File: src/rtl/axi4_write_response_merger.sv
// Collects the B responses of each divided write command and emits one merged completion per command.
// Optional ERRCOUNT output enabled by AXI4_WRITE_RESPONSE_MERGER_ERRCNT_EN.
module axi4_write_response_merger #(
    parameter int InnerIFLengthWidth = 16,
    parameter int MaxDivider         = 16,
    parameter int CmdFifoDepth       = 8
) (
`ifdef AXI4_WRITE_RESPONSE_MERGER_ERRCNT_EN
    output logic [15:0]                   ERRCOUNT,
`endif
    input  logic                          ACLK,
    input  logic                          ARESET,
    input  logic [InnerIFLengthWidth-1:0] CMDLEN,
    input  logic                          CMDVALID,
    output logic                          CMDREADY,
    input  logic                          BVALID,
    output logic                          BREADY,
    input  logic [1:0]                    BRESP,
    output logic                          DONEVALID,
    input  logic                          DONEREADY,
    output logic [1:0]                    DONERESP
);

    localparam int K  = $clog2(MaxDivider);
    localparam int CW = InnerIFLengthWidth + 1;
    localparam int AW = $clog2(CmdFifoDepth);

    typedef enum logic [1:0] {
        IDLE,
        COLLECT,
        REPORT
    } state_t;

    state_t            state;
    state_t            state_next;
    logic [CW-1:0]     count;
    logic [CW-1:0]     mem [CmdFifoDepth];
    logic [AW:0]       wr_ptr;
    logic [AW:0]       rd_ptr;
    logic [CW-1:0]     head;
    logic [CW-1:0]     remain;
    logic [1:0]        resp;
    logic              empty;
    logic              full;
    logic              push;
    logic              pop;
    logic              b_hs;

    // Full bursts of MaxDivider beats plus one power-of-two burst per set low bit
    always_comb begin
        count = CW'(CMDLEN >> K);
        for (int i = 0; i < K; i++) begin
            count = count + CW'(CMDLEN[i]);
        end
    end

    assign empty    = (wr_ptr == rd_ptr);
    assign full     = (wr_ptr[AW] != rd_ptr[AW]) &&
                      (wr_ptr[AW-1:0] == rd_ptr[AW-1:0]);
    assign CMDREADY = !full;
    assign push     = CMDVALID && !full;
    assign pop      = (state == IDLE) && !empty;
    assign head     = mem[rd_ptr[AW-1:0]];
    assign b_hs     = BVALID && BREADY;
    assign DONERESP = resp;

    always_ff @(posedge ACLK) begin
        if (push) begin
            mem[wr_ptr[AW-1:0]] <= count;
        end
    end

    always_ff @(posedge ACLK) begin
        if (ARESET) begin
            state  <= IDLE;
            wr_ptr <= '0;
            rd_ptr <= '0;
            remain <= '0;
            resp   <= 2'b00;
        end else begin
            state <= state_next;
            if (push) begin
                wr_ptr <= wr_ptr + (AW+1)'(1);
            end
            if (pop) begin
                rd_ptr <= rd_ptr + (AW+1)'(1);
                remain <= head;
                resp   <= 2'b00;
            end
            if (b_hs) begin
                remain <= remain - CW'(1);
                // Codes are ordered by severity, so the largest code wins
                if (BRESP > resp) begin
                    resp <= BRESP;
                end
            end
        end
    end

    always_comb begin
        state_next = state;
        BREADY     = 1'b0;
        DONEVALID  = 1'b0;
        case (state)
            IDLE: begin
                if (!empty) begin
                    state_next = (head != '0) ? COLLECT : REPORT;
                end
            end
            COLLECT: begin
                BREADY = 1'b1;
                if (BVALID && remain == CW'(1)) begin
                    state_next = REPORT;
                end
            end
            REPORT: begin
                DONEVALID = 1'b1;
                if (DONEREADY) begin
                    state_next = IDLE;
                end
            end
            default: state_next = IDLE;
        endcase
    end

`ifdef AXI4_WRITE_RESPONSE_MERGER_ERRCNT_EN
    always_ff @(posedge ACLK) begin
        if (ARESET) begin
            ERRCOUNT <= 16'h0000;
        end else if (b_hs && BRESP[1] && ERRCOUNT != 16'hFFFF) begin
            ERRCOUNT <= ERRCOUNT + 16'h0001;
        end
    end
`endif

endmodule
File: config.mk
export PLATFORM = sky130hd
export DESIGN_NAME = axi4_write_response_merger
export DESIGN_NICKNAME = d
export VERILOG_FILES = /design/src/rtl/axi4_write_response_merger.sv
export SDC_FILE = /design/constraint.sdc
export NUM_CORES = 1
export LEC_CHECK = 0
export ABC_AREA = 1
export CORE_AREA = 2 2 165 167
export DETAILED_ROUTE_END_ITERATION = 12
export DIE_AREA = 0 0 167 169
export SETUP_SLACK_MARGIN = 0.3
export SYNTH_ARGS = -nofsm -noshare
export SYNTH_HDL_FRONTEND = slang
export SYNTH_SLANG_ARGS = --single-unit
File: constraint.sdc
create_clock -name ACLK -period 4.2 [get_ports ACLK]
set_input_delay 0.84 -clock ACLK [delete_from_list [all_inputs] [get_ports ACLK]]
set_output_delay 0.84 -clock ACLK [all_outputs]
set_load 0.05 [all_outputs]
* Yosys cells after proc, flatten, opt, wreduce, memory -nomap -nowiden
Memories as Yosys holds them, arrays and structs flattened. A register that Yosys moved wholly into a read port is not among the register bits. Cells that the tools add are included.
Storage, ports and cells: logic and storage cells 50, output and inout port bits 5, memory bits (writable) 128, flip-flop bits (word level) 29, memories kept 1
Memories:
- mem | depth 8, width 16, read ports 1, clocked after memory_dff 1, write ports 1, line 37 | logic [CW-1:0] mem [CmdFifoDepth];
Operators by class: $add $sub $neg 7, $lt $le $gt $ge 1, multiplexer cells 16, equal/unequal tests 9, reductions and logical operators 11
Operators by type and width (number):
- $mux W17 | 2
- $eq A17 B1 Y1 const B | 1
- $reduce_bool A17 Y1 | 1
- $sub A17 B1 Y17 const B | 1
- $add A15 B1 Y16 | 1
- $add A14 B1 Y15 | 1
- $add A13 B1 Y14 | 1
- $mux W2 | 7
- $add A12 B1 Y13 | 1
- $add A4 B1 Y4 const B | 2
- $mux W3 | 2
- $ne A2 B2 Y1 const B | 3
- $pmux W2 S3 | 1
- $logic_and A1 B1 Y1 | 5
- $eq A4 B4 Y1 | 1
- $mux W1 | 4
- $eq A3 B3 Y1 | 1
- $reduce_and A3 Y1 | 1
- $eq A2 B1 Y1 const B | 1
- $eq A2 B2 Y1 const B | 1
- $gt A2 B2 Y1 | 1
- $logic_not A1 Y1 | 2
- $logic_not A2 Y1 | 1
- $reduce_bool A2 Y1 | 1
- $ne A1 B1 Y1 | 1

* Longest topological paths before layout
Gate-level depths: netlist of the first run.
depth in word-level cells 6, gate-level depth with buffers 15, gate-level depth less buffers 13

* Worst setup path before layout of the first run
Ideal clock, no wire load.
kind input -> register, start input CMDLEN[0], end memory mem[0][12] (netlist name) (data pin), setup time 264 ps, slack 931 ps, data arrival time 3005 ps, stages 11, cell sequence fa_1 -> inv_1 -> fa_1 -> inv_1 -> fa_1 -> nand3_1 -> nor2_1 -> nand2_1 -> nor3_1 -> nand2_1 -> nor3_1
On the way: word-level cells in the longest chain between the ends 4
Ends and longest elaborated chain:
- start: declaration | line 13 | input logic [InnerIFLengthWidth-1:0] CMDLEN,
- $add A12 B1 Y13 | line 53 | count = count + CW'(CMDLEN[i]);
- $add A13 B1 Y14 | line 53
- $add A14 B1 Y15 | line 53
- $add A15 B1 Y16 | line 53
- named net count[12] | line 36 | logic [CW-1:0] count;
- end: declaration | line 37
The timed path passes the listed nets, and every way through them passes these cells.

* Final worst setup path of the first run
start input CMDLEN[0], end memory mem[2][10] (netlist name) (data pin)
The elaborated chain is that of the path after synthesis.

==> metrics, run 1 <==
GR Util All Layers=0.104; Initial Util=0.245; power density over cell area=slightly below 600 nW/um^2; fin crit period=~3.6 ns; multiplexer area fraction after synthesis=0.00154; Peak VDD IR=between 0.2 and 0.3 mV; ys async rst share=0; Detailed Route WL=14300 um; compound-cell area share of the yosys netlist=0.0594; root buffer cell=clkbuf_16; H-tree levels=4; Crit path arrival time=between 3 and 4 ns; number of buffers added on ports=27; area post-placement=between 7000 and 8000 um^2; Routed WL per cell=12.9 um; Max FO, Critical Path=8; Iter 0 DRT Violations=slightly above 400; simple-gate share of the synthesized area=0.221; Die Wd=167 um; Fin Setup TNS=0 ns; number of diodes=0; status=complete, no violations; net count reported at finish=784; vias in the first global route=roughly 4300; core footprint=26500 um^2; Final Cycle Share=0.856; largest area contributor in the netlist=edfxtp_1; Fin. Hold Viols=0; Top FF cell, synth=edfxtp_1; clock buffer depth=2; Worst-Skew Late Latency=~0.42 ns; Num Clock Sinks=between 100 and 150; die height=169 um; largest cells by area after synthesis=edfxtp_1, nand2_1, dfxtp_1; fmax=approximately 0.28 GHz; Unique masters post-synth=36; Hold/Removal Path Class=reg2reg; register area share after synthesis=0.580; CTS buffer count=17; CP max stage cell=fa_1; Slew headroom=0.323; layout cells sized above 1=0.0812; Initial DRT Pass Iterations=7; Mean Syn Cell Area=slightly above 9 um^2; total grt overflow=0; CP cell instances=clkdlybuf4s50_1 > fa_1 > inv_1 > fa_1 > inv_1 > fa_1 > nand3_1 > nor2_1 > nand2_1 > nor3_1 > nand2_1 > xor2_1; Critical Path RT=approximately 4.4 ns; finished layout cell area=slightly below 8000 um^2; routability cong.=around 0.77; DP Worst Slack=approximately 0.21 ns; post-CTS sizing=0; largest net degree at the start of global routing=54; post-DP HPWL=just under 9000 um; Gate Count Post-Synth=around 720; Clock transition at path regs=0.07 ns; io pins=28; YS warnings=0; Syn Nets=750; P&R area growth vs syn=18.5%; CTS tree=yes; number of routed nets with antenna violations=0; Yosys reg bits=between 100 and 150; Setup Crit Path Kind=in2reg; setup violators final=0; crit-path leading delay family=adder cells; Leak=between 3 and 4 nW; max cap viols=0; fin. max-slew vios=0; critical path's largest stage delay=0.53 ns; largest family of logic cells by synthesized area=simple AND/OR/NAND/NOR gates; initial antenna violation count=0; Post-Synth Adder-Cell Area=0.0227; total number of vias=about 4600; row count=60; most frequent CP cell=fa_1; vias per std cell=about 4.2; Post CTS Setup Buffer Count=0; hold buffer count at cts=0; CP Capture Type=register; DRC viols=0; Clock Skew=approximately 0.013 ns; buffers plus inverters on the worst setup path=3; Worst-Margin Slew=a little over 1 ns; RSZ-0062 raised after global routing=no; Post-synth EDFFs=104; CP Launch Type=input port; Final Worst Setup Slack=roughly 0.61 ns; Yosys top cell area share=0.481; DIE AREA=roughly 28000 um^2; Layout fillers=2737; first-pass GRT wire length=22500 um; xor and xnor area share after synthesis=0.0202; Synth Cell Area=about 6500 um^2
==> sequential cells by signal (all words and copies together) (netlist names), named ones only <==
register  flops
DONERESP      2
mem         104
rd_ptr        4
remain       17
state         2
wr_ptr        4
==> Yosys cell counts (4+ instances only) <==
library cell and count:
a21oi_1 20, buf_4 8, buf_6 7, clkbuf_1 4
dfxtp_1 32, edfxtp_1 104, ha_1 7, inv_1 111
inv_2 4, nand2_1 196, nand2_2 4, nand3_1 56
nor2_1 66, nor3_1 5, o21ai_0 38, o21ai_1 9
xnor2_1 4, xor2_1 11
==> power by group <==
group / switching [mW] / leakage [nW] / internal [mW]
Clock: 0.609 / 0.285 / 0.893
Combinational: 0.920 / 1.74 / 0.392
Sequential: 0.0607 / 1.21 / 1.56
==> cells by family (layout without fill, tap and decap cells) <==
family | Yosys count | in the layout
xor gates and xnor gates | 15 | 15
buffers and inverters | 139 | 186
DFF | 136 | 136
muxes | 1 | 1
adders and majority gates | 10 | 10
and+or+nand+nor | 342 | 342
AOI/OAI and AO/OA | 74 | 74
==> worst reg2reg max path, cell delays in order, from the launching register on <==
cell and delay [ns]:
dfxtp_1 0.29, buf_4 0.23, inv_1 0.77, nor2_1 0.12, o21ai_0 0.11, nand3_1 0.08, nand2_1 0.26, nand3_1 0.11
nor2_1 0.12, nand2_1 0.13, nand2_1 0.09, a21oi_1 0.06
==> worst paths after layout <==
kind | from | end | slack [ns] | cells past startpoint
worst min register to register | remain[16] | remain[16] | 0.47 | 2
worst max-delay path | CMDLEN[0] | mem[2][10] | 0.61 | 12
worst max register to register | register | state[0] | 1.72 | 11
worst min-delay path | remain[16] | remain[16] | 0.47 | 2
==> cell type report <==
class	instances	area [um^2]	area share
Inverter	117	447	0.0581
Clock buffer	18	429	0.0558
Multi-Input combinational cell	442	2110	0.275
Sequential cell	136	3760	0.490
Timing Repair Buffer	37	345	0.0449
Clock inverter	14	165	0.0215
Tap cell	341	427	0.0555
==> layout by cell type (no fill, tap or decap), types with 2 or more instances in the layout <==
master           instances
buf_4                   10
nor3_1                   5
nand3_1                 56
fa_1                     3
inv_2                    4
clkbuf_16               17
xor2_1                  11
clkinv_4                 2
inv_8                    3
dfxtp_1                 31
o211ai_1                 2
o21ai_0                 38
o21ai_1                  9
xnor2_1                  4
bufinv_16                2
nand2_2                  4
ha_1                     7
clkinvlp_4               2
inv_1                  111
edfxtp_1               104
clkdlybuf4s50_1         27
a21oi_1                 20
nor3_2                   2
nand2_4                  3
nand2_1                196
nand4_1                  2
nor2_2                   3
inv_6                    5
nor2_1                  66
o22ai_1                  3
==> through the flow <==
step                      hold WS [ns]   util  cells  total power, mW
after CTS                        0.474  0.290   1105             4.47
after floorplan                  0.441      -    717             2.68
after global placement           0.453  0.268   1073             2.95
after detailed placement         0.464  0.268   1073             2.96
final                            0.472  0.290   1105             4.44
after global routing             0.505  0.290   1105             4.71
==> routing by layer <==
layer | track usage | vias to the layer above | share of wire
met2 | 0.160 | 135 | 0.44
li1 | - | 2365 | -
met3 | 0.0323 | 15 | 0.070
met1 | 0.136 | 2125 | 0.47
met4 | 0.0446 | 0 | 0.016
met5 | 0 | - | 0
Note: power is estimated with default switching activity, not from simulation.
==> run 2: changes to the inputs <==
CAP_MARGIN = 5   (was unset)
CTS_BUF_LIST = sky130_fd_sc_hd__clkbuf_2   (was unset)
CTS_CLUSTER_SIZE = 16   (was unset)
==> run 2 against run 1 <==
Effect of this change:
- sequential share of layout area grew 2.2 points
- die area is the same
- maximum frequency increased by 9.7%
- register-to-register slack improved by 0.04 ns
- critical path depth stayed put
- core utilization decreased by 1.3 points
- wire length shrank 2.3%
- combinational power is essentially flat
- flip-flop and latch count stayed put
- via count down 1.9%
- critical endpoint is now mem[1][10]
- largest cell class unchanged
==> metrics, run 2 (synthesis results as in run 1) <==
status=complete, no violations; Reg power frac=0.432; GR Util All Layers=0.103; sw frac=0.401; FF-to-FF setup slack=~1.8 ns; Logic pwr share=0.347; routability cong.=slightly below 0.8; hold path start=remain[16]; Routed WL per cell=12.6 um; Num Clock Sinks=approximately 140; Worst-Margin Slew=~1 ns; CTS buffer count=17; number of routed nets with antenna violations=0; commonest non-fill, non-tap cell in the layout=nand2_1; CP Launch Type=input port; Slew headroom=0.342; total number of vias=4552; DIE AREA=around 28000 um^2; Clock Skew=roughly 0.034 ns; layout cells sized above 1=0.0825; DRC viols=0; commonest non-fill, non-tap cells in the layout=nand2_1, inv_1, edfxtp_1; CP Capture Type=register; Post CTS Setup Buffer Count=0; hold buffer count at cts=0; max FFs per register=between 100 and 150; CP max stage cell=fa_1; Iter 0 DRT Violations=398; Clock transition at path regs=0.24 ns; fin crit period=approximately 3.3 ns; reg2reg path depth=11; Critical Path RT=4.64 ns; vias per std cell=4.12; first-pass GRT wire length=between 20000 and 25000 um; H-tree levels=4; most frequent CP cell=fa_1; Leak=~3.1 nW; Setup Crit Path Kind=in2reg; max cap viols=0; RSZ-0062 raised after global routing=no; Crit path arrival time=3.72 ns; Die Wd=167 um; Final Cycle Share=0.780; P&R area growth vs syn=13.3%; Detailed Route WL=13900 um; clock buffer depth=2; core footprint=between 20000 and 30000 um^2; io pins=28; row count=60; largest net degree at the start of global routing=54; setup violators final=0; fmax=between 0.3 and 0.4 GHz; Peak VDD IR=0.211 mV; CP cell instances=clkdlybuf4s50_1 > fa_1 > inv_1 > fa_1 > inv_1 > fa_1 > nand3_1 > nor2_1 > nand2_1 > nor3_1 > nand2_1 > xor2_1; Initial DRT Pass Iterations=5; power density over cell area=roughly 500 nW/um^2; number of buffers added on ports=27; post-DP HPWL=between 8000 and 9000 um; critical path's largest stage delay=between 0.5 and 0.6 ns; Hold/Removal Path Class=reg2reg; root buffer cell=clkbuf_2; vias in the first global route=4189; total grt overflow=0; Final Worst Setup Slack=0.923 ns; Max FO, Critical Path=8; Initial Util=0.245; WHS Endpoint=remain[16]; Fin Setup TNS=0 ns; net count reported at finish=approximately 780; CTS tree=yes; DP Worst Slack=about 0.21 ns; Hold Path Stages=2; Switch Pwr=between 1.5 and 2 mW; initial antenna violation count=1; die height=169 um; R2R Path End=state[0]; P_int=2.25 mW; Worst-Skew Late Latency=approximately 0.71 ns; clock share of power=0.221; post-CTS sizing=0; Fin. Hold Viols=0; Layout fillers=about 2800; fin. max-slew vios=0
==> run 2: changes by cell type in the layout (fill, tap and decap cells not counted), sizes merged <==
cell,previous run,this run
diode,0,1
==> run 2: stage by stage <==
| stage | hold WS [ns] | instance area (um^2) | utilization | instances | power, mW |
|---|---|---|---|---|---|
| 6_report | 0.489 | 7350 | 0.277 | 1106 | 3.75 |
| 3_3_place_gp | 0.453 | 7090 | 0.268 | 1073 | 2.95 |
| 4_1_cts | 0.490 | 7350 | 0.277 | 1105 | 3.78 |
| 2_1_floorplan | 0.441 | 6490 | - | 717 | 2.68 |
| 3_5_place_dp | 0.464 | 7090 | 0.268 | 1073 | 2.96 |
| 5_1_grt | 0.520 | 7350 | 0.277 | 1106 | 4.02 |
==> run 2: worst max path at each step <==
stage               startpoint    endpoint  slack [ns]  cells past startpoint
floorplan            CMDLEN[0]  mem[0][12]        0.93                     11
global placement     CMDLEN[0]  mem[3][10]        0.26                     12
detailed placement   CMDLEN[0]  mem[3][10]        0.21                     12
CTS                  wr_ptr[3]    CMDREADY        0.93                      4
global route         CMDLEN[0]   mem[3][9]        0.76                     11
finish               CMDLEN[0]  mem[1][10]        0.92                     12
==> run 2: worst max-delay path, delay by kind of cell <==
kind | cells | cell delay (ns)
xor gates and xnor gates | 1 | 0.43
buffers and inverters | 3 | 0.56
adders and majority gates | 3 | 1.10
and+or+nand+nor | 5 | 0.78
==> run 2: final cells by class <==
cell class	count	area (um^2)	share of cell area
antenna	1	2.50	0.000340
clock inverter	14	165	0.0225
timing repair buffer	37	345	0.0470
tap	341	427	0.0580
sequential	136	3760	0.512
clock buffer	18	90.1	0.0123
multi-input combinational	442	2110	0.287
inverter	117	447	0.0608
==> run 2: power by group through the flow <==
stage | registers (mW) | logic, mW | clock network, mW
after CTS | 1.62 | 1.32 | 0.846
after global routing | 1.63 | 1.49 | 0.902
after detailed placement | 1.65 | 1.31 | 0
final | 1.62 | 1.30 | 0.828
after global placement | 1.65 | 1.30 | 0
after floorplan | 1.64 | 1.04 | 0
==> run 2: layer usage <==
layer	wire length, um	GRT usage
met1	6820	0.138
met2	6110	0.159
met3	834	0.0274
met4	185	0.0386
met5	0	0
==> run 3: changes to the inputs <==
clock period = 3.11 ns   (was 4.2 ns; I/O delays follow)
==> run 3 against run 2 <==
Effect of this change:
- wire length increased by 1.8%
- critical path type unchanged
- core utilization increased by 0.59 points
- clock power increased by 34%
- highest routed layer unchanged
- non-clock buffer count increased by 14
- total power increased by 35%
==> metrics, run 3 (synthesis results as in run 1) <==
status=complete, no violations; reg2reg path depth=13; net count reported at finish=around 800; initial antenna violation count=1; total number of vias=around 4600; footprint of the multi-input gates=between 2000 and 2500 um^2; first-pass GRT wire length=roughly 23000 um; setup violators final=0; Critical Path RT=around 3.6 ns; number of routed nets with antenna violations=0; Fin. Hold Viols=0; Hold/Removal Path Class=reg2reg; commonest non-fill, non-tap cells in the layout=nand2_1, inv_1, edfxtp_1; layout cells sized above 1=0.114; fin crit period=2.67 ns; commonest non-fill, non-tap cell in the layout=nand2_1; Routed WL per cell=approximately 13 um; Setup Crit Path Kind=in2reg; Final Worst Setup Slack=between 0.4 and 0.5 ns; FF+latch area=around 3800 um^2; io pins=28; Detailed Route WL=between 10000 and 15000 um; max FFs per register=104; Placed Cells=between 1000 and 1500; core footprint=about 27000 um^2; Final Non-Filler Cells=1120; row count=60; Max FO, Critical Path=8; FF-to-FF setup slack=0.97 ns; Initial DRT Pass Iterations=4; Clock Skew=between 0.05 and 0.06 ns; CP Capture Type=register; total grt overflow=0; Layout fillers=between 2000 and 3000; routability cong.=approximately 0.75; DP Worst Slack=-0.267 ns; Iter 0 DRT Violations=297; Post-Route Utilization=0.283; fin. max-slew vios=0; max cap viols=0; CTS tree=yes; root buffer cell=clkbuf_2; clock buffer depth=2; vias per std cell=between 4 and 5; RSZ-0062 raised after global routing=no; post-DP HPWL=~9000 um; Slew headroom=0.374; vias in the first global route=roughly 4400; die height=169 um; Final Cycle Share=0.857; largest net degree at the start of global routing=52; Crit path arrival time=about 3.1 ns; power density over cell area=672 nW/um^2; Initial Util=0.245; fmax=0.375 GHz; H-tree levels=4; Worst-Margin Slew=0.938 ns; Num Clock Sinks=136; CP Launch Type=input port; Die Wd=167 um; Worst-Skew Late Latency=0.70 ns; Peak VDD IR=between 0.2 and 0.25 mV; hold buffer count at cts=0; Leak=roughly 3.2 nW; P&R area growth vs syn=15.7%; GR Util All Layers=0.105; Clock transition at path regs=around 0.23 ns; CTS buffer count=17; DRC viols=0; number of buffers added on ports=27; DIE AREA=28200 um^2; Hold Path Stages=1
[run 3: cell types whose count changed in the layout (fill, tap and decap cells not counted), moves of 3 or more]
cell             change
buf_4               +14
xor2_1               -3
inv_8                -3
clkdlybuf4s50_1      -3
[run 3: path summary, 6_finish.rpt]
kind	startpoint	to
min	wr_ptr[3]	wr_ptr[3]
max reg2reg	register	state[0]
max	CMDLEN[0]	mem[0][9]
min reg2reg	wr_ptr[3]	wr_ptr[3]
[run 3: worst max-delay path, stage by stage]
cell and delay, ns:
clkdlybuf4s50_1 0.43, fa_1 0.54, inv_1 0.05, fa_2 0.33, nor2_1 0.10, o21ai_0 0.09, nor3_1 0.23, nand3_1 0.13
nor2_1 0.14, nand2_1 0.11, xnor2_2 0.33
[run 3: timing repair]
| action | in CTS | in global routing |
|---|---|---|
| endpoints found under the hold margin | 0 | 0 |
| setup buffers | 0 | 0 |
| resized for setup | 3 | 5 |
| setup endpoints to repair | 3 | 16 |
[run 3: final cells by class]
cell class | instances | area share
Clock inverter | 14 | 0.0217
Antenna cell | 1 | 0.000333
Clock buffer | 18 | 0.0120
Timing Repair Buffer | 51 | 0.0590
Inverter | 117 | 0.0595
Sequential cell | 136 | 0.501
Multi-Input combinational cell | 442 | 0.289
Tap cell | 341 | 0.0568
[run 3: power breakdown]
| part | internal, mW | total [mW] | switching (mW) |
|---|---|---|---|
| Clock | 0.392 | 1.11 | 0.713 |
| Sequential | 2.11 | 2.21 | 0.0972 |
| Combinational | 0.538 | 1.74 | 1.20 |
[run 3: per-stage QoR]
step,cell area [um^2],hold WS [ns],power [mW],TNS [ns]
6_report,7510,0.495,5.05,0
5_1_grt,7510,0.499,5.44,0
4_1_cts,7490,0.480,5.09,0
3_5_place_dp,7240,0.464,4.00,-13.77
3_3_place_gp,7240,0.456,3.98,-11.14
2_1_floorplan,6530,0.441,3.63,0
[run 3: per-layer routing]
layer | routed length, um | share of wire | track usage | vias up
li1 | - | - | - | 2398
met1 | 6850 | 0.48 | 0.137 | 2071
met2 | 6440 | 0.45 | 0.169 | 102
met3 | 683 | 0.048 | 0.0245 | 19
met4 | 207 | 0.015 | 0.0390 | 0
met5 | 0 | 0 | 0 | -
==> RTL change: new RTL, flow settings as in run 2 <==
The option `AXI4_WRITE_RESPONSE_MERGER_ERRCNT_EN` is turned on by a define.
--- a/src/rtl/axi4_write_response_merger.sv
+++ b/src/rtl/axi4_write_response_merger.sv
@@ -2,2 +2,4 @@
 // Optional ERRCOUNT output enabled by AXI4_WRITE_RESPONSE_MERGER_ERRCNT_EN.
+`define AXI4_WRITE_RESPONSE_MERGER_ERRCNT_EN
+
 module axi4_write_response_merger #(
Check against the original RTL (old outputs only; new: ERRCOUNT): equivalent (Yosys induction, for registers that start in step).
==> RTL change against run 2 <==
Sequential share of layout area decreased by 1.9 points; sequential cell count is 16 higher; total power is 14% higher; global-route usage increased by 1.2 points; cell area grew 13%; setup slack worse by 0.19 ns; routed wire length up 13%; sequential power up 12%; synthesized area up 11%; utilization rose by 3.5 points; critical path type unchanged.
==> RTL change: results (changes against run 2) <==
| Parameter | Reported | Unit | Delta |
| --- | --- | --- | --- |
| Share of the yosys chip area belonging to registers | 56.5 | % | -1.5 points |
| Flip-flop count of the largest register, all copies and words added | 104 | - | unchanged |
| Initial antenna violation count | 1 | - | unchanged |
| Asr flop ratio synth | 0 | % | unchanged |
| Port Buf Inserts | 43 | - | +59% |
| Maximum net fanout on the critical path | 8 | - | unchanged |
| Number of cells upsized or downsized after cts | 0 | - | unchanged |
| Worst vdd ir | 262 | uV | +24% |
| Top area cells in the synthesized netlist | sky130_fd_sc_hd__edfxtp_1 (43%), sky130_fd_sc_hd__dfxtp_1 (13%), sky130_fd_sc_hd__nand2_1 (11%), sky130_fd_sc_hd__inv_1 (7.0%), sky130_fd_sc_hd__nand3_1 (4.5%) | - |  |
| Via count | 5285 | - | +16% |
| Number of global-route vias before repair | 4986 | - | +19% |
| Root buffer cell | sky130_fd_sc_hd__clkbuf_2 | - |  |
| Status | finished, final reports clean | - |  |
| CTS clk-pin slew, worst paths | 0.22 | ns | -0.02 ns |
| Weighted congestion at the end of routability-driven global placement | 0.769 | - | unchanged |
| Worst slack after detailed placement | 0.0200 | ns | -0.186 ns |
| Post-Place Cell Area | 0.00802 | mm^2 | +13% |
| Setup repair bufs after CTS | 0 | - | unchanged |
| Yosys warnings | 0 | - | unchanged |
| Fin Clk Skew | 0.0450 | ns | +0.0106 ns |
| Share of cells above drive strength 1 | 7.97 | % | -0.27 points |
| Deepest clock path buffer count | 2 | - | unchanged |
| Synthesized net count | 847 | - | +13% |
| Cell types with the highest counts after synthesis | sky130_fd_sc_hd__nand2_1 (206), sky130_fd_sc_hd__inv_1 (134), sky130_fd_sc_hd__edfxtp_1 (104), sky130_fd_sc_hd__nor2_1 (70), sky130_fd_sc_hd__nand3_1 (65) | - |  |
| Count of flip-flops with a built-in enable after synthesis | 104 | - | unchanged |
| Estimated wirelength of the detail-placed design | 10.1 | mm | +16% |
| Grt total ovfl | 0 | - | unchanged |
| Total Routing Usage GR | 11.5 | % | +1.2 points |
| Count of filler cells inserted in the layout | 2755 | - | -1.0% |
| Leak pwr | 3.43 | nW | +11% |
| Largest net degree at the start of global routing | 53 | - | -1.9% |
| Detailed Routing Iterations Pass 1 | 5 | - | unchanged |
| Number of buffers created by CTS | 17 | - | unchanged |
| Worst-case headroom to the max-slew limit | 33.3 | % | -0.86 points |
| Drt first-iter violations | 439 | - | +10% |
| First-pass GRT wire length | 25.8 | mm | +16% |
| Arrival time at the worst endpoint | 3.89 | ns | +0.17 ns |
| H-Tree Level Count | 4 | - | unchanged |
| Final layout net count | 899 | - | +15% |
| Worst-Skew Late Latency | 0.70 | ns |  |
| Min-Delay Path Class | register to register | - |  |
| Drt wl/cell | 13.0 | um | +2.9% |
| Number of distinct library cells after synthesis | 42 | - | +17% |
-- RTL change: kinds of logic (layout without fill, tap and decap cells) --
group | count (synthesis) | after routing | synth area share (%)
compound gates | 92 | 92 | 7.34
xor+xnor | 15 | 15 | 1.82
fa+ha+maj | 11 | 11 | 2.22
buf+inv | 165 | 230 | 9.64
flops | 152 | 152 | 56.5
other cells | 0 | 1 | 0
simple gates | 378 | 378 | 22.5
-- RTL change: stage by stage --
stage          total power, mW  utilization [%]  std cells
3_5_place_dp              3.41             30.3       1187
6_report                  4.26             31.3       1220
4_1_cts                   4.29             31.3       1219
3_3_place_gp              3.40             30.3       1187
2_1_floorplan             3.08                -        813
5_1_grt                   4.59             31.3       1220
-- RTL change: path summary, 6_finish.rpt --
check	start	to	slack, ns	cells past startpoint
worst min register to register	remain[16]	remain[16]	0.48	1
worst max-delay path	CMDLEN[0]	mem[1][10]	0.74	10
worst max register to register	register	state[1]	1.76	13
worst min-delay path	remain[16]	remain[16]	0.48	1
-- RTL change: final cells by class --
type / count / share of cell area, %
well taps: 341 / 5.15
multi-input cells: 496 / 29.5
diodes: 1 / 0.0302
flip-flops and latches: 152 / 49.3
inverters: 141 / 6.41
clock inverters: 14 / 2.11
repair buffers: 57 / 6.46
clock buffers: 18 / 1.09
-- RTL change: report_power, final --
group / leakage, nW / switching (mW) / internal, mW
logic: 1.93 / 1.09 / 0.476
registers: 1.34 / 0.0796 / 1.74
clock network: 0.156 / 0.574 / 0.304
-- RTL change: routing by layer --
layer	up-vias	share of wire, %	track usage, %
met1	2443	49	15.0
li1	2735	-	-
met4	0	0.61	3.34
met2	98	47	19.3
met5	-	0	0
met3	9	3.4	2.36
-- RTL change: worst max-delay path, cell delays in order --
cell	delay, ns
sky130_fd_sc_hd__clkdlybuf4s50_1	0.43
sky130_fd_sc_hd__fa_1	0.54
sky130_fd_sc_hd__inv_1	0.05
sky130_fd_sc_hd__fa_1	0.40
sky130_fd_sc_hd__fa_1	0.41
sky130_fd_sc_hd__nor2_1	0.18
sky130_fd_sc_hd__nand3_1	0.13
sky130_fd_sc_hd__nor3_1	0.25
sky130_fd_sc_hd__nand3_1	0.18
sky130_fd_sc_hd__xor2_1	0.46
